<file path="src/rtl/kbd_pkg.sv">
// Shared scancode constants, prefix FSM state type and Set-2 to ASCII translation
// for the PS/2 scancode decoder.
package kbd_pkg;

  localparam logic [7:0] SC_BREAK  = 8'hF0;
  localparam logic [7:0] SC_EXT    = 8'hE0;
  localparam logic [7:0] SC_LSHIFT = 8'h12;
  localparam logic [7:0] SC_RSHIFT = 8'h59;
  localparam logic [7:0] SC_CAPS   = 8'h58;

  typedef enum logic [1:0] {
    ST_IDLE    = 2'd0,
    ST_BRK     = 2'd1,
    ST_EXT     = 2'd2,
    ST_EXT_BRK = 2'd3
  } kbd_state_t;

  function automatic logic sc_is_letter(input logic [7:0] code);
    logic r;
    case (code)
      8'h1C, 8'h32, 8'h21, 8'h23, 8'h24, 8'h2B, 8'h34, 8'h33, 8'h43,
      8'h3B, 8'h42, 8'h4B, 8'h3A, 8'h31, 8'h44, 8'h4D, 8'h15, 8'h2D,
      8'h1B, 8'h2C, 8'h3C, 8'h2A, 8'h1D, 8'h22, 8'h35, 8'h1A: r = 1'b1;
      default: r = 1'b0;
    endcase
    return r;
  endfunction

  // Returns {valid, ascii}; 'upper' selects capitals for letters and the
  // shifted symbol row for digits.
  function automatic logic [8:0] sc_to_ascii(input logic [7:0] code, input logic upper);
    logic [7:0] c;
    logic       v;
    c = 8'h00;
    v = 1'b1;
    case (code)
      8'h1C: c = 8'h61;
      8'h32: c = 8'h62;
      8'h21: c = 8'h63;
      8'h23: c = 8'h64;
      8'h24: c = 8'h65;
      8'h2B: c = 8'h66;
      8'h34: c = 8'h67;
      8'h33: c = 8'h68;
      8'h43: c = 8'h69;
      8'h3B: c = 8'h6A;
      8'h42: c = 8'h6B;
      8'h4B: c = 8'h6C;
      8'h3A: c = 8'h6D;
      8'h31: c = 8'h6E;
      8'h44: c = 8'h6F;
      8'h4D: c = 8'h70;
      8'h15: c = 8'h71;
      8'h2D: c = 8'h72;
      8'h1B: c = 8'h73;
      8'h2C: c = 8'h74;
      8'h3C: c = 8'h75;
      8'h2A: c = 8'h76;
      8'h1D: c = 8'h77;
      8'h22: c = 8'h78;
      8'h35: c = 8'h79;
      8'h1A: c = 8'h7A;
      8'h45: c = upper ? 8'h29 : 8'h30;
      8'h16: c = upper ? 8'h21 : 8'h31;
      8'h1E: c = upper ? 8'h40 : 8'h32;
      8'h26: c = upper ? 8'h23 : 8'h33;
      8'h25: c = upper ? 8'h24 : 8'h34;
      8'h2E: c = upper ? 8'h25 : 8'h35;
      8'h36: c = upper ? 8'h5E : 8'h36;
      8'h3D: c = upper ? 8'h26 : 8'h37;
      8'h3E: c = upper ? 8'h2A : 8'h38;
      8'h46: c = upper ? 8'h28 : 8'h39;
      8'h29: c = 8'h20;
      8'h5A: c = 8'h0D;
      8'h66: c = 8'h08;
      8'h0D: c = 8'h09;
      8'h76: c = 8'h1B;
      default: v = 1'b0;
    endcase
    if (upper && sc_is_letter(code)) begin
      c = c ^ 8'h20;
    end
    return {v, c};
  endfunction

endpackage

</file>
<file path="src/rtl/kbd_char_fifo.sv">
// Character FIFO: count-based full/empty, a push into a full FIFO is accepted
// only when a pop happens in the same cycle.
module kbd_char_fifo #(
  parameter int DEPTH = 8,
  parameter int WIDTH = 8
) (
  input  logic             clk,
  input  logic             rst,
  input  logic             push,
  input  logic             pop,
  input  logic [WIDTH-1:0] din,
  output logic [WIDTH-1:0] dout,
  output logic [6:0]       count,
  output logic             full,
  output logic             empty
);

  localparam int AW = (DEPTH > 1) ? $clog2(DEPTH) : 1;

  logic [WIDTH-1:0] r_mem [DEPTH];
  logic [AW-1:0]    r_wr_ptr;
  logic [AW-1:0]    r_rd_ptr;
  logic [6:0]       r_count;
  logic             w_pop;
  logic             w_push;

  assign empty  = (r_count == 7'd0);
  assign full   = (r_count == 7'(DEPTH));
  assign w_pop  = pop && !empty;
  assign w_push = push && (!full || w_pop);
  assign count  = r_count;
  assign dout   = empty ? '0 : r_mem[r_rd_ptr];

  always_ff @(posedge clk) begin
    if (w_push) begin
      r_mem[r_wr_ptr] <= din;
    end
  end

  always_ff @(posedge clk or posedge rst) begin
    if (rst) begin
      r_wr_ptr <= '0;
      r_rd_ptr <= '0;
      r_count  <= 7'd0;
    end else begin
      if (w_push) r_wr_ptr <= r_wr_ptr + 1'b1;
      if (w_pop)  r_rd_ptr <= r_rd_ptr + 1'b1;
      case ({w_push, w_pop})
        2'b10:   r_count <= r_count + 7'd1;
        2'b01:   r_count <= r_count - 7'd1;
        default: r_count <= r_count;
      endcase
    end
  end

endmodule

</file>
<file path="src/rtl/ps2_scancode_decoder.sv">
// Set-2 scancode decoder: prefix FSM, shift (and optional caps lock, macro
// KBD_CAPS_LOCK_EN) tracking, ASCII translation and character FIFO.
module ps2_scancode_decoder
  import kbd_pkg::*;
#(
  parameter int FIFO_DEPTH = 8
) (
  input  logic       system_clk,
  input  logic       reset,
  input  logic       scan_valid,
  input  logic [7:0] scan_code,
  input  logic       char_pop,
  output logic       char_ready,
  output logic [7:0] char_out,
  output logic [6:0] char_count,
  output logic       overflow,
  output logic       shift_active
);

  kbd_state_t r_state;
  kbd_state_t w_state_next;
  logic       w_is_make;
  logic       w_is_break;
  logic       r_lshift;
  logic       r_rshift;
  logic       w_caps;
  logic       w_upper;
  logic [8:0] w_xlat;
  logic [7:0] r_char;
  logic       r_push;
  logic       r_overflow;
  logic       w_full;
  logic       w_empty;
  logic       w_pop;

  always_ff @(posedge system_clk or posedge reset) begin
    if (reset) r_state <= ST_IDLE;
    else       r_state <= w_state_next;
  end

  always_comb begin
    w_state_next = r_state;
    w_is_make    = 1'b0;
    w_is_break   = 1'b0;
    if (scan_valid) begin
      case (r_state)
        ST_IDLE: begin
          if (scan_code == SC_BREAK)    w_state_next = ST_BRK;
          else if (scan_code == SC_EXT) w_state_next = ST_EXT;
          else                          w_is_make    = 1'b1;
        end
        ST_BRK: begin
          w_is_break   = 1'b1;
          w_state_next = ST_IDLE;
        end
        // Extended keys are not translated; only the F0 of an extended break matters
        ST_EXT:     w_state_next = (scan_code == SC_BREAK) ? ST_EXT_BRK : ST_IDLE;
        ST_EXT_BRK: w_state_next = ST_IDLE;
        default:    w_state_next = ST_IDLE;
      endcase
    end
  end

  always_ff @(posedge system_clk or posedge reset) begin
    if (reset) begin
      r_lshift <= 1'b0;
      r_rshift <= 1'b0;
    end else begin
      if (w_is_make && scan_code == SC_LSHIFT)  r_lshift <= 1'b1;
      if (w_is_break && scan_code == SC_LSHIFT) r_lshift <= 1'b0;
      if (w_is_make && scan_code == SC_RSHIFT)  r_rshift <= 1'b1;
      if (w_is_break && scan_code == SC_RSHIFT) r_rshift <= 1'b0;
    end
  end

`ifdef KBD_CAPS_LOCK_EN
  logic r_caps;
  always_ff @(posedge system_clk or posedge reset) begin
    if (reset)                                     r_caps <= 1'b0;
    else if (w_is_make && scan_code == SC_CAPS)    r_caps <= ~r_caps;
  end
  assign w_caps = r_caps;
`else
  assign w_caps = 1'b0;
`endif

  assign shift_active = r_lshift | r_rshift;
  // Caps lock only flips letter case; digits follow shift alone
  assign w_upper = sc_is_letter(scan_code) ? (shift_active ^ w_caps) : shift_active;
  assign w_xlat  = sc_to_ascii(scan_code, w_upper);

  always_ff @(posedge system_clk or posedge reset) begin
    if (reset) begin
      r_char <= 8'h00;
      r_push <= 1'b0;
    end else begin
      r_push <= w_is_make && w_xlat[8];
      if (w_is_make) r_char <= w_xlat[7:0];
    end
  end

  assign w_pop = char_pop && !w_empty;

  always_ff @(posedge system_clk or posedge reset) begin
    if (reset)                            r_overflow <= 1'b0;
    else if (r_push && w_full && !w_pop)  r_overflow <= 1'b1;
  end

  assign overflow   = r_overflow;
  assign char_ready = !w_empty;

  kbd_char_fifo #(
    .DEPTH (FIFO_DEPTH),
    .WIDTH (8)
  ) u_fifo (
    .clk   (system_clk),
    .rst   (reset),
    .push  (r_push),
    .pop   (char_pop),
    .din   (r_char),
    .dout  (char_out),
    .count (char_count),
    .full  (w_full),
    .empty (w_empty)
  );

endmodule

</file>
<file path="config.mk">
export PLATFORM = sky130hd
export DESIGN_NAME = ps2_scancode_decoder
export DESIGN_NICKNAME = d
export VERILOG_FILES = /design/src/rtl/kbd_pkg.sv /design/src/rtl/kbd_char_fifo.sv /design/src/rtl/ps2_scancode_decoder.sv
export SDC_FILE = /design/constraint.sdc
export NUM_CORES = 1
export LEC_CHECK = 0
export CORE_MARGIN = 2
export CORE_UTILIZATION = 30
export CTS_BUF_LIST = sky130_fd_sc_hd__clkbuf_8
export CTS_CLUSTER_SIZE = 20
export DETAILED_ROUTE_END_ITERATION = 8
export PLACE_DENSITY_LB_ADDON = 0.12
export SYNTH_ARGS = -nofsm -noshare
export SYNTH_HDL_FRONTEND = slang
export SYNTH_SLANG_ARGS = --single-unit
export TNS_END_PERCENT = 1
</file>
<file path="constraint.sdc">
create_clock -name system_clk -period 3.5 [get_ports system_clk]
set_clock_uncertainty 0.1 [all_clocks]
set_input_delay 0.525 -clock system_clk [delete_from_list [all_inputs] [get_ports system_clk]]
set_output_delay 0.525 -clock system_clk [all_outputs]
set_load 0.05 [all_outputs]
</file>
==> results.txt <==
- Outcome: complete, no violations
- The highest metal layer carrying signal wires in the routed design is met4.
- After detailed routing, the number of remaining DRC violations is 0.
* Routed metal-1 wire length: 5100 um
* Share of final-layout standard cells stronger than drive strength 1: a little under a fifth
- Number of hold-repair buffers added at the cts stage: 0
- Die W: 126 um
* Placement-stage cell area: 5040 um2
- Port buffer count: 28
* Reg clk slew, reported paths: around 80 ps
- The critical path in this run is classified as register to register.
* Pre-CTS setup slack: about 280 ps
- Cell area after layout: between 5000 and 6000 um2
- The analysis attributes to cell leakage a power of ~0.0018 uW.
- TritonCTS built the clock tree.
- Rows: 44
- From bottom edge to top edge, the die measures around 130 um.
- After layout, the design draws a total of between 3000 and 4000 uW.
- Non-Filler Instances: a little over 600
- 0 antenna diodes ended up in the layout.
- FF+latch count, synth: a little over 80
- The number of nets handed over by synthesis was around 400.
- Count of clock tree sinks: between 80 and 90
* Worst rel slew slack: between 20% and 30%
- Number of resized instances in the post-cts repair step: 0
- Count of endpoints failing setup in the final report: 0
- Core region area: 14600 um2
- For the worst-skew pair, the clock arrives at the later sink with an insertion delay of 340 ps.
- Primary flip-flop cell chosen by synthesis mapping: edfxtp_1
* Area of the die: ~16000 um2
* Slew of the pin with the lowest slew margin: about 1200 ps
- The root buffer cell chosen for the clock tree is clkbuf_8.
- Synthesized instance count: just under 400
- In this run the number of H-tree levels came out at 3.
- Final period utilization: 86.8%
* Detailed Route Iter0 Violations: between 200 and 250
- A synthesized cell averages approximately 12 um2.
- After detailed placement, the design holds a cell count of 595.
- Minimum clock period: just over 3000 ps
* R2R setup slack: around 460 ps
- Adding up every negative setup slack in the final design gives 0 ps.
- Per-cell routed wire length: 17.7 um
- Via density: between 5 and 6
* Hold Violations, Final: 0
- Endpoint class of the critical path: register
- At the worst endpoint, the arrival time is 3210 ps.
* Effective utilization at floorplan: roughly 30%
- Post-synth EDFFs: 56
- Part of the Yosys area used for sequential elements: 51.9%
- HPWL after detailed placement: between 7000 and 8000 um
- In the synthesized netlist the async set-or-reset flop fraction comes to about a third.
* CP required: between 3000 and 4000 ps
- CTS Buf Count: 9
- During synthesis, Yosys emitted a total of 0 warnings.
- Power spread over the standard cell area amounts to just over 600 nW/um2.
- Via count of the first global-routing pass: ~3200
- Detailed-route via count: 3210
* Launching element type of the critical path: register
* Initial antenna violation count: 0
* Final ANT Viol Nets: 0
* Final wirelength: about 11000 um
* Met2 WL post-DR: slightly above 5000 um
- Setup repair after global routing missed its margin: no
- Counting distinct cell types in the post-synthesis netlist gives 70.
* Net total in the final layout: roughly 440
* Pin count of the biggest net entering global routing: 31
- In this run the worst hold path is classified as register to register.
- VDD sags by at most 0.234 mV.
- Final worst slack: 462 ps
- Before antenna repair, the detailed router went through 5 iterations.
- Global-route total usage across every layer: between 10 and 15%
- Max Freq: 329 MHz
- For this run the aggregate overflow at the end of global routing stands at 0.
- No sink is reached through more buffers than the 2 on the longest clock path.
* Final weighted congestion in routability-driven placement: just under 0.9
- Post-CTS repair timing setup buffer count: 0
* Routed wl met3: 396 um
* Final Max Tran Viols: 0
- Global-route wire length before repair: ~18000 um
- From synthesis to final layout, the design area changed by 15.8%.
* Critical path peak fanout: 8
- Max-cap check violation count: 0
- The mapped netlist covers roughly 4500 um2.
* I/O pin total: 30
[state kept, by name, summed over array words and instances, names as in the netlist]
name	flops
u_fifo.count	7
u_fifo.r_mem	56
r_rshift	1
r_lshift	1
r_char	7
r_state	2
r_push	1
u_fifo.r_rd_ptr	3
u_fifo.r_wr_ptr	3
overflow	1
[through the flow]
stage / util, % / hold WS [ps]
finish: 35.7 / 401
global route: 35.7 / 426
CTS: 35.7 / 407
detailed placement: 34.6 / 388
global placement: 34.6 / 374
floorplan: - / 406
[final timing paths]
check,from,to,depth (start not counted)
max,u_fifo.count[1],u_fifo.count[6],9
min,overflow,overflow,1
max reg2reg,u_fifo.count[1],u_fifo.count[6],9
min reg2reg,overflow,overflow,1
max in group asynchronous,reset,r_char[0],3
min in group asynchronous,reset,r_lshift,3
[cell usage after synthesis (2+ instances only)]
| cell | count | area share, % |
|---|---|---|
| or3_1 | 5 | 0.70 |
| clkbuf_1 | 15 | 1.3 |
| buf_2 | 13 | 1.4 |
| a41oi_1 | 2 | 0.39 |
| nand4bb_1 | 2 | 0.50 |
| nor2_1 | 28 | 2.3 |
| a311oi_1 | 2 | 0.39 |
| nand3b_1 | 5 | 0.83 |
| or3b_2 | 2 | 0.39 |
| o21ai_0 | 11 | 1.2 |
| xnor2_1 | 7 | 1.4 |
| nand3_1 | 7 | 0.78 |
| a32oi_1 | 5 | 0.97 |
| xor2_1 | 7 | 1.4 |
| a211oi_1 | 2 | 0.33 |
| o41ai_1 | 3 | 0.58 |
| dfrtp_1 | 26 | 14 |
| buf_4 | 2 | 0.33 |
| a21oi_1 | 13 | 1.4 |
| edfxtp_1 | 56 | 37 |
| mux4_2 | 14 | 7.0 |
| o21bai_1 | 4 | 0.67 |
| nand4b_1 | 3 | 0.58 |
| inv_1 | 7 | 0.58 |
| nand2_1 | 24 | 2.0 |
| ha_1 | 3 | 0.83 |
| o32a_2 | 2 | 0.50 |
| nor2b_1 | 11 | 1.5 |
| or4b_1 | 2 | 0.45 |
| or4_1 | 2 | 0.33 |
| nor3_1 | 9 | 1.0 |
| o22ai_1 | 6 | 0.83 |
| o211ai_1 | 4 | 0.67 |
| or2_2 | 4 | 0.56 |
| nand2b_1 | 12 | 1.7 |
| and2_1 | 3 | 0.42 |
| a31oi_1 | 6 | 0.83 |
| nand4_1 | 6 | 0.83 |
| mux2i_1 | 13 | 2.9 |
| o32ai_1 | 3 | 0.58 |
| nor4_1 | 8 | 1.1 |
[report_power, final]
group / total [uW] / switching [uW] / internal (uW) / leakage, uW
clock: 580 / 329 / 251 / 0.0000918
combinational: 1290 / 764 / 528 / 0.000921
sequential: 1350 / 195 / 1150 / 0.000834
[worst max-delay path, cell delays in order (launching register included)]
cell and delay [ps]:
dfrtp_1 470, or3_1 450, nor3_1 230, or2_2 190
xnor2_1 70, ha_1 230, or4_1 420, or3_1 320
o41ai_1 300, xor2_1 180
[metal layers]
metal | up-vias | global-route usage [%]
met5 | - | 0
met4 | 0 | 5.37
met3 | 10 | 2.32
met2 | 79 | 22.4
met1 | 1556 | 19.2
li1 | 1565 | -
[layout by cell type (no fill, tap or decap), drive strengths merged, types with 8 or more instances in the layout]
cell type,n
mux4,14
nor4,8
edfxtp,56
nor3,9
o21ai,12
clkbuf,9
buf,35
nor2b,11
nand2b,12
inv,10
dfrtp,26
nor2,29
clkdlybuf4s50,20
mux2i,13
a21oi,14
nand2,24
[area by class of cell]
class                      count  area (um2)
inverter                       7        26.3
sequential                    82        2330
tap                          184         230
clock inverter                 7        38.8
fill                        1446        9380
timing repair buffer          55         463
clock buffer                   9         124
multi-input combinational    267        1990
[kinds of logic (layout without fill, tap and decap cells)]
logic type / count (synthesis) / after routing / share of synthesized area, %
AND/OR/NAND/NOR: 143 / 143 / 18.2
adder cells (fa/ha/maj): 3 / 3 / 0.835
other: 1 / 1 / 0.0834
buffers and inverters: 39 / 78 / 3.81
flip-flops: 82 / 82 / 51.9
AO/OA/AOI/OAI: 78 / 78 / 12.4
XOR/XNOR: 14 / 14 / 2.73
multiplexers: 28 / 28 / 10.2
No activity file was read; power rests on OpenSTA's default activity.
